<file path="config.mk">
export PLATFORM = sky130hd
export DESIGN_NAME = loop_counter_3d_flat
export DESIGN_NICKNAME = d
export VERILOG_FILES = /design/src/rtl/loop_counter_3d_if.sv /design/src/rtl/loop_counter_3d.sv /design/src/flat_wrapper.sv
export SDC_FILE = /design/constraint.sdc
export NUM_CORES = 1
export LEC_CHECK = 0
export BUFFER_PORTS_ARGS = -buffer_cell sky130_fd_sc_hd__buf_2
export CORE_MARGIN = 8
export CORE_UTILIZATION = 50
export DETAILED_ROUTE_END_ITERATION = 8
export PLACE_DENSITY = 0.83
export SETUP_SLACK_MARGIN = 0.3
export SLEW_MARGIN = 20
export SYNTH_ARGS = -nofsm -noshare
export SYNTH_HDL_FRONTEND = slang
export SYNTH_SLANG_ARGS = --single-unit
</file>
<file path="constraint.sdc">
create_clock -name clk -period 3.4 [get_ports clk]
set_clock_uncertainty 0.2 [all_clocks]
set_input_delay 0.85 -clock clk [delete_from_list [all_inputs] [get_ports clk]]
set_output_delay 0.85 -clock clk [all_outputs]
set_load 0.05 [all_outputs]
</file>
<file path="src/rtl/loop_counter_3d_if.sv">
// Control and count bus of the three-level nested loop counter.
// Combinational bundle only. The counter registers every output.
// No backpressure. The master drives the controls and the slave drives the counts and flags.
interface loop_counter_3d_if #(
  parameter int CW = 8
);
  // Controls from the sequencer.
  logic          user_reset;
  logic          i_start;
  logic [CW-1:0] i_lim0;
  logic [CW-1:0] i_lim1;
  logic [CW-1:0] i_lim2;
  logic [CW-1:0] i_step0;
  logic          ce;

  // Counts and status from the counter.
  logic [CW-1:0] o_cnt0;
  logic [CW-1:0] o_cnt1;
  logic [CW-1:0] o_cnt2;
  logic          o_busy;
  logic          o_last;
  logic          o_done;

  modport master (
    output user_reset, i_start, i_lim0, i_lim1, i_lim2, i_step0, ce,
    input  o_cnt0, o_cnt1, o_cnt2, o_busy, o_last, o_done
  );

  modport slave (
    input  user_reset, i_start, i_lim0, i_lim1, i_lim2, i_step0, ce,
    output o_cnt0, o_cnt1, o_cnt2, o_busy, o_last, o_done
  );
endinterface

</file>
<file path="src/rtl/loop_counter_3d.sv">
// Three-level nested loop counter with a run-time latched limit and inner stride, for the address generators.
// Latency 1. The counts update on the edge that samples ce, and o_last follows the final advance by one cycle.
// No backpressure. ce is a plain advance request that is honoured only while running and is ignored in IDLE.
module loop_counter_3d #(
  parameter int CW = 8
) (
  input  logic              clk,
  input  logic              global_rst,
  input  logic              rst,
  loop_counter_3d_if.slave  bus
);

  typedef enum logic {
    ST_IDLE = 1'b0,
    ST_RUN  = 1'b1
  } state_t;

  // Architectural state.
  state_t        state_q, state_d;
  logic [CW-1:0] lim0_q, lim0_d;
  logic [CW-1:0] lim1_q, lim1_d;
  logic [CW-1:0] lim2_q, lim2_d;
  logic [CW-1:0] step_q, step_d;
  logic [CW-1:0] cnt0_q, cnt0_d;
  logic [CW-1:0] cnt1_q, cnt1_d;
  logic [CW-1:0] cnt2_q, cnt2_d;
  logic          last_q, last_d;
  logic          done_q, done_d;

  // Advance datapath.
  logic          advance;
  logic [CW:0]   sum0;
  logic          carry0;
  logic          carry1;
  logic          carry2;
  logic [CW-1:0] nxt0;
  logic [CW-1:0] nxt1;
  logic [CW-1:0] nxt2;
  logic          final_adv;
  logic [CW-1:0] step_in;

  // A zero stride would stall the inner level forever, so it is stored as 1.
  assign step_in = (bus.i_step0 == '0) ? {{(CW-1){1'b0}}, 1'b1} : bus.i_step0;

  // A real advance needs RUN with ce, and it is blocked by a clear or a restart on the same edge.
  assign advance = (state_q == ST_RUN) && bus.ce && !rst && !bus.i_start;

  // Ripple the carry through the three levels. The inner sum gets one spare bit so a large stride cannot wrap past lim0.
  always_comb begin
    sum0   = {1'b0, cnt0_q} + {1'b0, step_q};
    carry0 = (sum0 > {1'b0, lim0_q});
    nxt0   = carry0 ? '0 : sum0[CW-1:0];

    carry1 = 1'b0;
    nxt1   = cnt1_q;
    if (carry0) begin
      if (cnt1_q == lim1_q) begin
        nxt1   = '0;
        carry1 = 1'b1;
      end else begin
        nxt1   = cnt1_q + 1'b1;
      end
    end

    carry2 = 1'b0;
    nxt2   = cnt2_q;
    if (carry1) begin
      if (cnt2_q == lim2_q) begin
        nxt2   = '0;
        carry2 = 1'b1;
      end else begin
        nxt2   = cnt2_q + 1'b1;
      end
    end
  end

  // The loop nest is exhausted when a carry leaves the outer level.
  assign final_adv = advance && carry2;

  // Next-state selection with priority rst, then i_start, then advance. The sticky done flag is resolved in parallel.
  always_comb begin
    state_d = state_q;
    lim0_d  = lim0_q;
    lim1_d  = lim1_q;
    lim2_d  = lim2_q;
    step_d  = step_q;
    cnt0_d  = cnt0_q;
    cnt1_d  = cnt1_q;
    cnt2_d  = cnt2_q;
    last_d  = 1'b0;

    if (rst) begin
      state_d = ST_IDLE;
      cnt0_d  = '0;
      cnt1_d  = '0;
      cnt2_d  = '0;
    end else if (bus.i_start) begin
      state_d = ST_RUN;
      lim0_d  = bus.i_lim0;
      lim1_d  = bus.i_lim1;
      lim2_d  = bus.i_lim2;
      step_d  = step_in;
      cnt0_d  = '0;
      cnt1_d  = '0;
      cnt2_d  = '0;
    end else if (advance) begin
      cnt0_d = nxt0;
      cnt1_d = nxt1;
      cnt2_d = nxt2;
      if (final_adv) begin
        state_d = ST_IDLE;
        last_d  = 1'b1;
      end
    end

    // If user_reset coincides with the final advance, the set wins.
    done_d = done_q;
    if (bus.user_reset) begin
      done_d = 1'b0;
    end
    if (final_adv) begin
      done_d = 1'b1;
    end
  end

  // Register all state. global_rst clears everything without a clock.
  always_ff @(posedge clk or posedge global_rst) begin
    if (global_rst) begin
      state_q <= ST_IDLE;
      lim0_q  <= '0;
      lim1_q  <= '0;
      lim2_q  <= '0;
      step_q  <= {{(CW-1){1'b0}}, 1'b1};
      cnt0_q  <= '0;
      cnt1_q  <= '0;
      cnt2_q  <= '0;
      last_q  <= 1'b0;
      done_q  <= 1'b0;
    end else begin
      state_q <= state_d;
      lim0_q  <= lim0_d;
      lim1_q  <= lim1_d;
      lim2_q  <= lim2_d;
      step_q  <= step_d;
      cnt0_q  <= cnt0_d;
      cnt1_q  <= cnt1_d;
      cnt2_q  <= cnt2_d;
      last_q  <= last_d;
      done_q  <= done_d;
    end
  end

  // Every output comes straight from a flop.
  assign bus.o_cnt0 = cnt0_q;
  assign bus.o_cnt1 = cnt1_q;
  assign bus.o_cnt2 = cnt2_q;
  assign bus.o_busy = (state_q == ST_RUN);
  assign bus.o_last = last_q;
  assign bus.o_done = done_q;

endmodule
</file>
<file path="src/flat_wrapper.sv">
// flat-port wrapper written by rule: the top's interface ports become plain ports
module loop_counter_3d_flat 
#(
  parameter int CW = 8
)
  (clk, global_rst, rst, bus_user_reset, bus_i_start, bus_i_lim0, bus_i_lim1, bus_i_lim2, bus_i_step0, bus_ce, bus_o_cnt0, bus_o_cnt1, bus_o_cnt2, bus_o_busy, bus_o_last, bus_o_done);
  loop_counter_3d_if #(.CW(CW)) bus_i ();
  input  logic clk;
  input  logic global_rst;
  input  logic rst;
  input wire logic [$bits(bus_i.user_reset)-1:0] bus_user_reset;
  input wire logic [$bits(bus_i.i_start)-1:0] bus_i_start;
  input wire logic [$bits(bus_i.i_lim0)-1:0] bus_i_lim0;
  input wire logic [$bits(bus_i.i_lim1)-1:0] bus_i_lim1;
  input wire logic [$bits(bus_i.i_lim2)-1:0] bus_i_lim2;
  input wire logic [$bits(bus_i.i_step0)-1:0] bus_i_step0;
  input wire logic [$bits(bus_i.ce)-1:0] bus_ce;
  output wire logic [$bits(bus_i.o_cnt0)-1:0] bus_o_cnt0;
  output wire logic [$bits(bus_i.o_cnt1)-1:0] bus_o_cnt1;
  output wire logic [$bits(bus_i.o_cnt2)-1:0] bus_o_cnt2;
  output wire logic [$bits(bus_i.o_busy)-1:0] bus_o_busy;
  output wire logic [$bits(bus_i.o_last)-1:0] bus_o_last;
  output wire logic [$bits(bus_i.o_done)-1:0] bus_o_done;
  assign bus_i.user_reset = bus_user_reset;
  assign bus_i.i_start = bus_i_start;
  assign bus_i.i_lim0 = bus_i_lim0;
  assign bus_i.i_lim1 = bus_i_lim1;
  assign bus_i.i_lim2 = bus_i_lim2;
  assign bus_i.i_step0 = bus_i_step0;
  assign bus_i.ce = bus_ce;
  assign bus_o_cnt0 = bus_i.o_cnt0;
  assign bus_o_cnt1 = bus_i.o_cnt1;
  assign bus_o_cnt2 = bus_i.o_cnt2;
  assign bus_o_busy = bus_i.o_busy;
  assign bus_o_last = bus_i.o_last;
  assign bus_o_done = bus_i.o_done;
  loop_counter_3d #(.CW(CW)) u_core (.clk(clk), .global_rst(global_rst), .rst(rst), .bus(bus_i));
endmodule
</file>
### Word-level counts from Yosys, hierarchy flattened

Cells that the tools add are included.

| cells by class | value |
|---|---|
| add/sub/neg operators | 3 |
| $lt $le $gt $ge | 1 |
| equal/unequal tests | 2 |
| multiplexer cells | 29 |
| bitwise operators | 1 |
| reduce and logical (&&, ||, !) cells | 16 |

Operators by type and width:

| cell | number |
|---|---|
| $mux 8 | 15 |
| $add 8x1->8 const B | 2 |
| $eq 8x8->1 | 2 |
| $mux 1 | 14 |
| $reduce_bool 3->1 | 4 |
| $add 8x8->9 | 1 |
| $gt 9x8->1 | 1 |
| $logic_not 8->1 | 1 |
| $reduce_and 2->1 | 4 |
| $logic_and 1x1->1 | 4 |
| $logic_not 1->1 | 2 |
| $reduce_bool 2->1 | 1 |
| $not 1->1 | 1 |

| word-level totals | value |
|---|---|
| flip-flop bits (word level) | 59 |
| bits of input ports | 38 |
| output and inout bits | 27 |
| logic and storage cells | 62 |

### Logic depth before layout (Yosys ltp)

| logic depth | value |
|---|---|
| depth after elaboration | 9 |
| depth in mapped cells | 14 |
| depth with buffers taken out | 13 |

### Worst setup path after synthesis

No wires, ideal clock.

| path | value |
|---|---|
| path type | register to register |
| from | reg u_core.cnt0_q[1], in the netlist u_core.bus.o_cnt0[1] |
| to | reg u_core.cnt2_q[3], in the netlist u_core.bus.o_cnt2[3] |
| setup time | 96 ps |
| data arrival time | 3356 ps |
| data required time | 3104 ps |
| slack | -252 ps |
| cell stages (with the launch flop) | 15 |
| path buffers | 1 |
| period minus slack after synthesis | 3652 ps |
| path through | dfrtp_1 > ha_1 > a21o_1 > nand4_1 > nand3_1 > o41ai_1 > xnor2_1 > ha_1 > nand4_1 > o22a_2 > o41ai_2 > and3_4 > or4_1 > buf_2 > o31ai_1 |

| between the ends | value |
|---|---|
| word-level cells in the longest chain between the ends | 5 |

RTL lines:

| element | RTL line | text |
|---|---|---|
| start: declaration | loop_counter_3d.sv:24 | `logic [CW-1:0] cnt0_q, cnt0_d;` |
| start signal: assignment | loop_counter_3d.sv:145 | `cnt0_q <= cnt0_d;` |
| $add 8x8->9 | loop_counter_3d.sv:50 | `sum0 = {1'b0, cnt0_q} + {1'b0, step_q};` |
| $gt 9x8->1 | loop_counter_3d.sv:51 | `carry0 = (sum0 > {1'b0, lim0_q});` |
| $mux 1 | loop_counter_3d.sv:56 | `if (carry0) begin` |
| $reduce_bool 3->1 (no line) | n/a |  |
| $reduce_and 2->1 (no line) | n/a |  |
| end signal: assignment | loop_counter_3d.sv:147 | `cnt2_q <= cnt2_d;` |
| end: declaration | loop_counter_3d.sv:26 | `logic [CW-1:0] cnt2_q, cnt2_d;` |

No other way between the ends.
A chain may end at the register's enable or synchronous reset.

### Final worst setup path

| path | value |
|---|---|
| from | reg u_core.cnt0_q[4], in the netlist u_core.bus.o_cnt0[4] |
| to | reg u_core.cnt2_q[7], in the netlist u_core.bus.o_cnt2[7] |

The elaborated chain is that of the path after synthesis.

==> flow_summary_export.csv <==
group,metric,value,unit
worst_setup_path,path_class,"reg2reg",
timing,setup_viol,2,
worst_setup_path,cp.arrival,3.51,ns
synthesis,yosysUniqueCellTypes,53,
global_routing,grt_use_met1,22.0,%
global_routing,grtUsageMet2,29.5,%
layout,utilization,64.1,%
clock_network,cts_buffers,9,
global_routing,grtUsageMet3,5.62,%
worst_setup_path,critPathCaptureType,"flop",
die,start_util,51.0,%
clock_network,htree_num_levels,3,
run_status,violations,"setup timing",
synthesis,synthArstFlopShare,100,%
synthesis,syn_area,3180,sq um
synthesis,synthXorXnorAreaFrac,6.05,%
layout,synthToLayoutAreaGrowth,25.5,%
clock_network,clock_sinks,59,
die,io_pins,65,
global_routing,grt_pass1_wl,12900,microns
layout,fillers,502,
run_status,status,"finished, violations left",
timing,rsz0062_at_grt,"true",
die,placementRows,29,
clock_network,path_clk_slew,0.07,ns
pwr,max-vdd-ir-drop,0.000259,V
clock_network,cts_buffer_depth,2,
global_routing,grt_pass1_vias,2694,
pwr,powerDensity,481,nW/um^2
route,final_antenna_net_count,0,
synthesis,synth_top_family_by_area,"compound AO/OA/AOI/OAI gates",
layout,drive_gt1_share,40.2,%
timing,max_slew_margin,51.4,%
timing,fmax,288,MHz
synthesis,synth_seq_cells,59,
layout,finalNetCount,425,
die,fp.dieW,95.8,microns
clock_network,worstSkewPairLatency,0.35,ns
global_routing,grt_max_degree,23,
synthesis,synth_mux_area_share,9.12,%
worst_setup_path,worstPathRequired,3.44,ns
synthesis,synth_adder_area_share,7.70,%
die,dieArea,9180,sq um
synthesis,yosys.area_share.simple,13.6,%
placement,io_buffers,64,
clock_network,cts_tree,"done",
route,dr.pass1.iters,4,
placement,gp_congestion,0.896,
worst_setup_path,crit_fanout,11,
synthesis,synth_compound_area_share,14.1,%
synthesis,syn_area_per_cell,10.9,sq um
layout,final_common_cell,"buf_2",
synthesis,ys_seq_area_share,46.4,%
layout,layout_common_cells,"buf_2, dfrtp_1, mux2_2",
worst_setup_path,start_kind,"flop",
pwr,p_leak,1.85,nW
route,via_per_inst,5.83,
route,routed_wl,8090,microns
timing,fin_ws,-0.0698,ns
timing,hold_violations,0,
clock_network,cts-root-buf,"clkbuf_8",
timing,period_share,102,%
synthesis,yosysWarnings,0,
worst_hold_path,hp-class,"in2async",
route,routedWlPerCell,18.0,microns
die,design.core.area,6240,sq um
synthesis,synth_edf_count,0,
global_routing,antenna_found_initial,0,
timing,finalMaxSlewViolations,0,
timing,fin_crit,3.47,ns
global_routing,grt_busiest_layer,"met2",
global_routing,grt_overflow,0,
synthesis,synth_ff_type,"dfrtp_1",
route,vias,2624,
timing,tns,-0.0823,ns
layout,n_antenna_cell,0,
clock_network,ctsHoldBuffers,0,
placement,hpwlAfterDp,5970,microns
timing,tightestPinTransition,0.727,ns
route,route.detailed.drc,0,
global_routing,grt_usage,18.5,%
job,cap_violations,0,
synthesis,postSynthCellCount,293,
route,drtIter0Drc,120,
die,die_y,95.8,microns
synthesis,syn_nets,350,
[final cells by class]
cell class	instances	area [sq um]	share of cell area, %
clock inverters	5	77.6	1.94
flip-flops and latches	59	1480	37.1
clock buffers	11	131	3.29
inverters	12	45.0	1.13
well taps	77	96.3	2.41
multi-input cells	212	1740	43.5
repair buffers	74	424	10.6
[cells in the mapped netlist, types with 2 or more instances]
library cell / count / area share [%]
nand3_1: 10 / 1.6
ha_1: 18 / 7.1
a31oi_1: 7 / 1.4
mux2_2: 24 / 8.5
nand2_1: 17 / 2.0
nand2b_1: 3 / 0.59
and3_1: 4 / 0.79
clkbuf_1: 6 / 0.71
o211ai_1: 2 / 0.47
o311ai_0: 6 / 1.7
nor2_1: 20 / 2.4
dfrtp_1: 58 / 46
nor3_1: 4 / 0.63
mux2i_1: 2 / 0.63
and3_2: 2 / 0.47
a211oi_1: 2 / 0.47
nand4_1: 7 / 1.4
nor4_1: 2 / 0.39
nor2b_1: 2 / 0.39
o41ai_1: 2 / 0.55
and2b_2: 2 / 0.55
o31ai_1: 3 / 0.71
or3_1: 2 / 0.39
inv_1: 12 / 1.4
a22o_1: 8 / 2.2
a41oi_1: 2 / 0.55
xnor2_1: 21 / 5.8
o21ai_0: 12 / 1.9
a21oi_1: 8 / 1.3
a32o_1: 2 / 0.63
[path summary, 6_finish.rpt]
check | start | to | slack, ns | cells after the start
worst max-delay path | u_core.bus.o_cnt0[4] | u_core.bus.o_cnt2[7] | -0.07 | 12
worst min-delay path | global_rst | u_core.bus.o_cnt1[2] | 0.31 | 2
worst max register to register | u_core.bus.o_cnt0[4] | u_core.bus.o_cnt2[7] | -0.07 | 12
worst min register to register | u_core.bus.o_done | u_core.bus.o_done | 0.31 | 1
max in group asynchronous | global_rst | u_core.lim2_q[6] | 2.07 | 3
min in group clk | u_core.bus.o_done | u_core.bus.o_done | 0.31 | 1
[state kept, by name, indices dropped and copies added, names as in the netlist]
name,cells
u_core.bus.o_cnt1,8
u_core.lim0_q,8
u_core.lim1_q,8
u_core.bus.o_last,1
u_core.bus.o_done,1
u_core.lim2_q,8
u_core.bus.o_cnt0,8
u_core.step_q,8
u_core.bus.o_busy,1
u_core.bus.o_cnt2,8
[power by group]
part | internal [mW] | switching [mW]
sequential | 0.763 | 0.0425
combinational | 0.196 | 0.231
clock | 0.410 | 0.281
[repair_timing]
action	4_1_cts	5_1_grt
setup endpoints to repair	27	27
setup buffers	3	1
resized for setup	4	11
pin swaps	11	1
hold endpoints to repair	0	0
[cells by family (layout without fill, tap and decap cells)]
kind of cell    Yosys count  after routing
fa+ha+maj                19             19
mux                      26             26
xor+xnor                 22             22
compound gates           62             62
simple gates             83             83
flops                    59             59
buf+inv                  22            102
[metal layers]
metal	vias up	routed length, microns	share of wire [%]
li1	1228	-	-
met1	1297	3380	42
met2	84	4000	49
met3	15	531	6.6
met4	0	182	2.3
met5	-	0	0
[worst max-delay path, cell delays in order (launching register included)]
cell     delay, ns
dfrtp_2       0.42
ha_1          0.41
nand3_1       0.14
nand3_1       0.12
o41ai_2       0.27
xnor2_1       0.16
ha_1          0.34
nand4_1       0.09
o22a_2        0.16
o41ai_2       0.07
and3_4        0.22
or4_4         0.50
o31ai_1       0.26
[stage by stage]
stage / setup slack (ns) / power (mW) / hold WS [ns] / std cells / area [sq um]
final: -0.0698 / 1.92 / 0.306 / 450 / 4000
after global routing: -0.180 / 2.01 / 0.347 / 450 / 4000
after CTS: 0.0357 / 1.91 / 0.317 / 449 / 3930
after detailed placement: -0.0422 / 1.21 / 0.306 / 430 / 3670
after global placement: 0.123 / 1.19 / 0.271 / 430 / 3670
after floorplan: 0.0689 / 1.11 / 0.285 / 293 / 3260
Power figures use the tool's default switching activity.
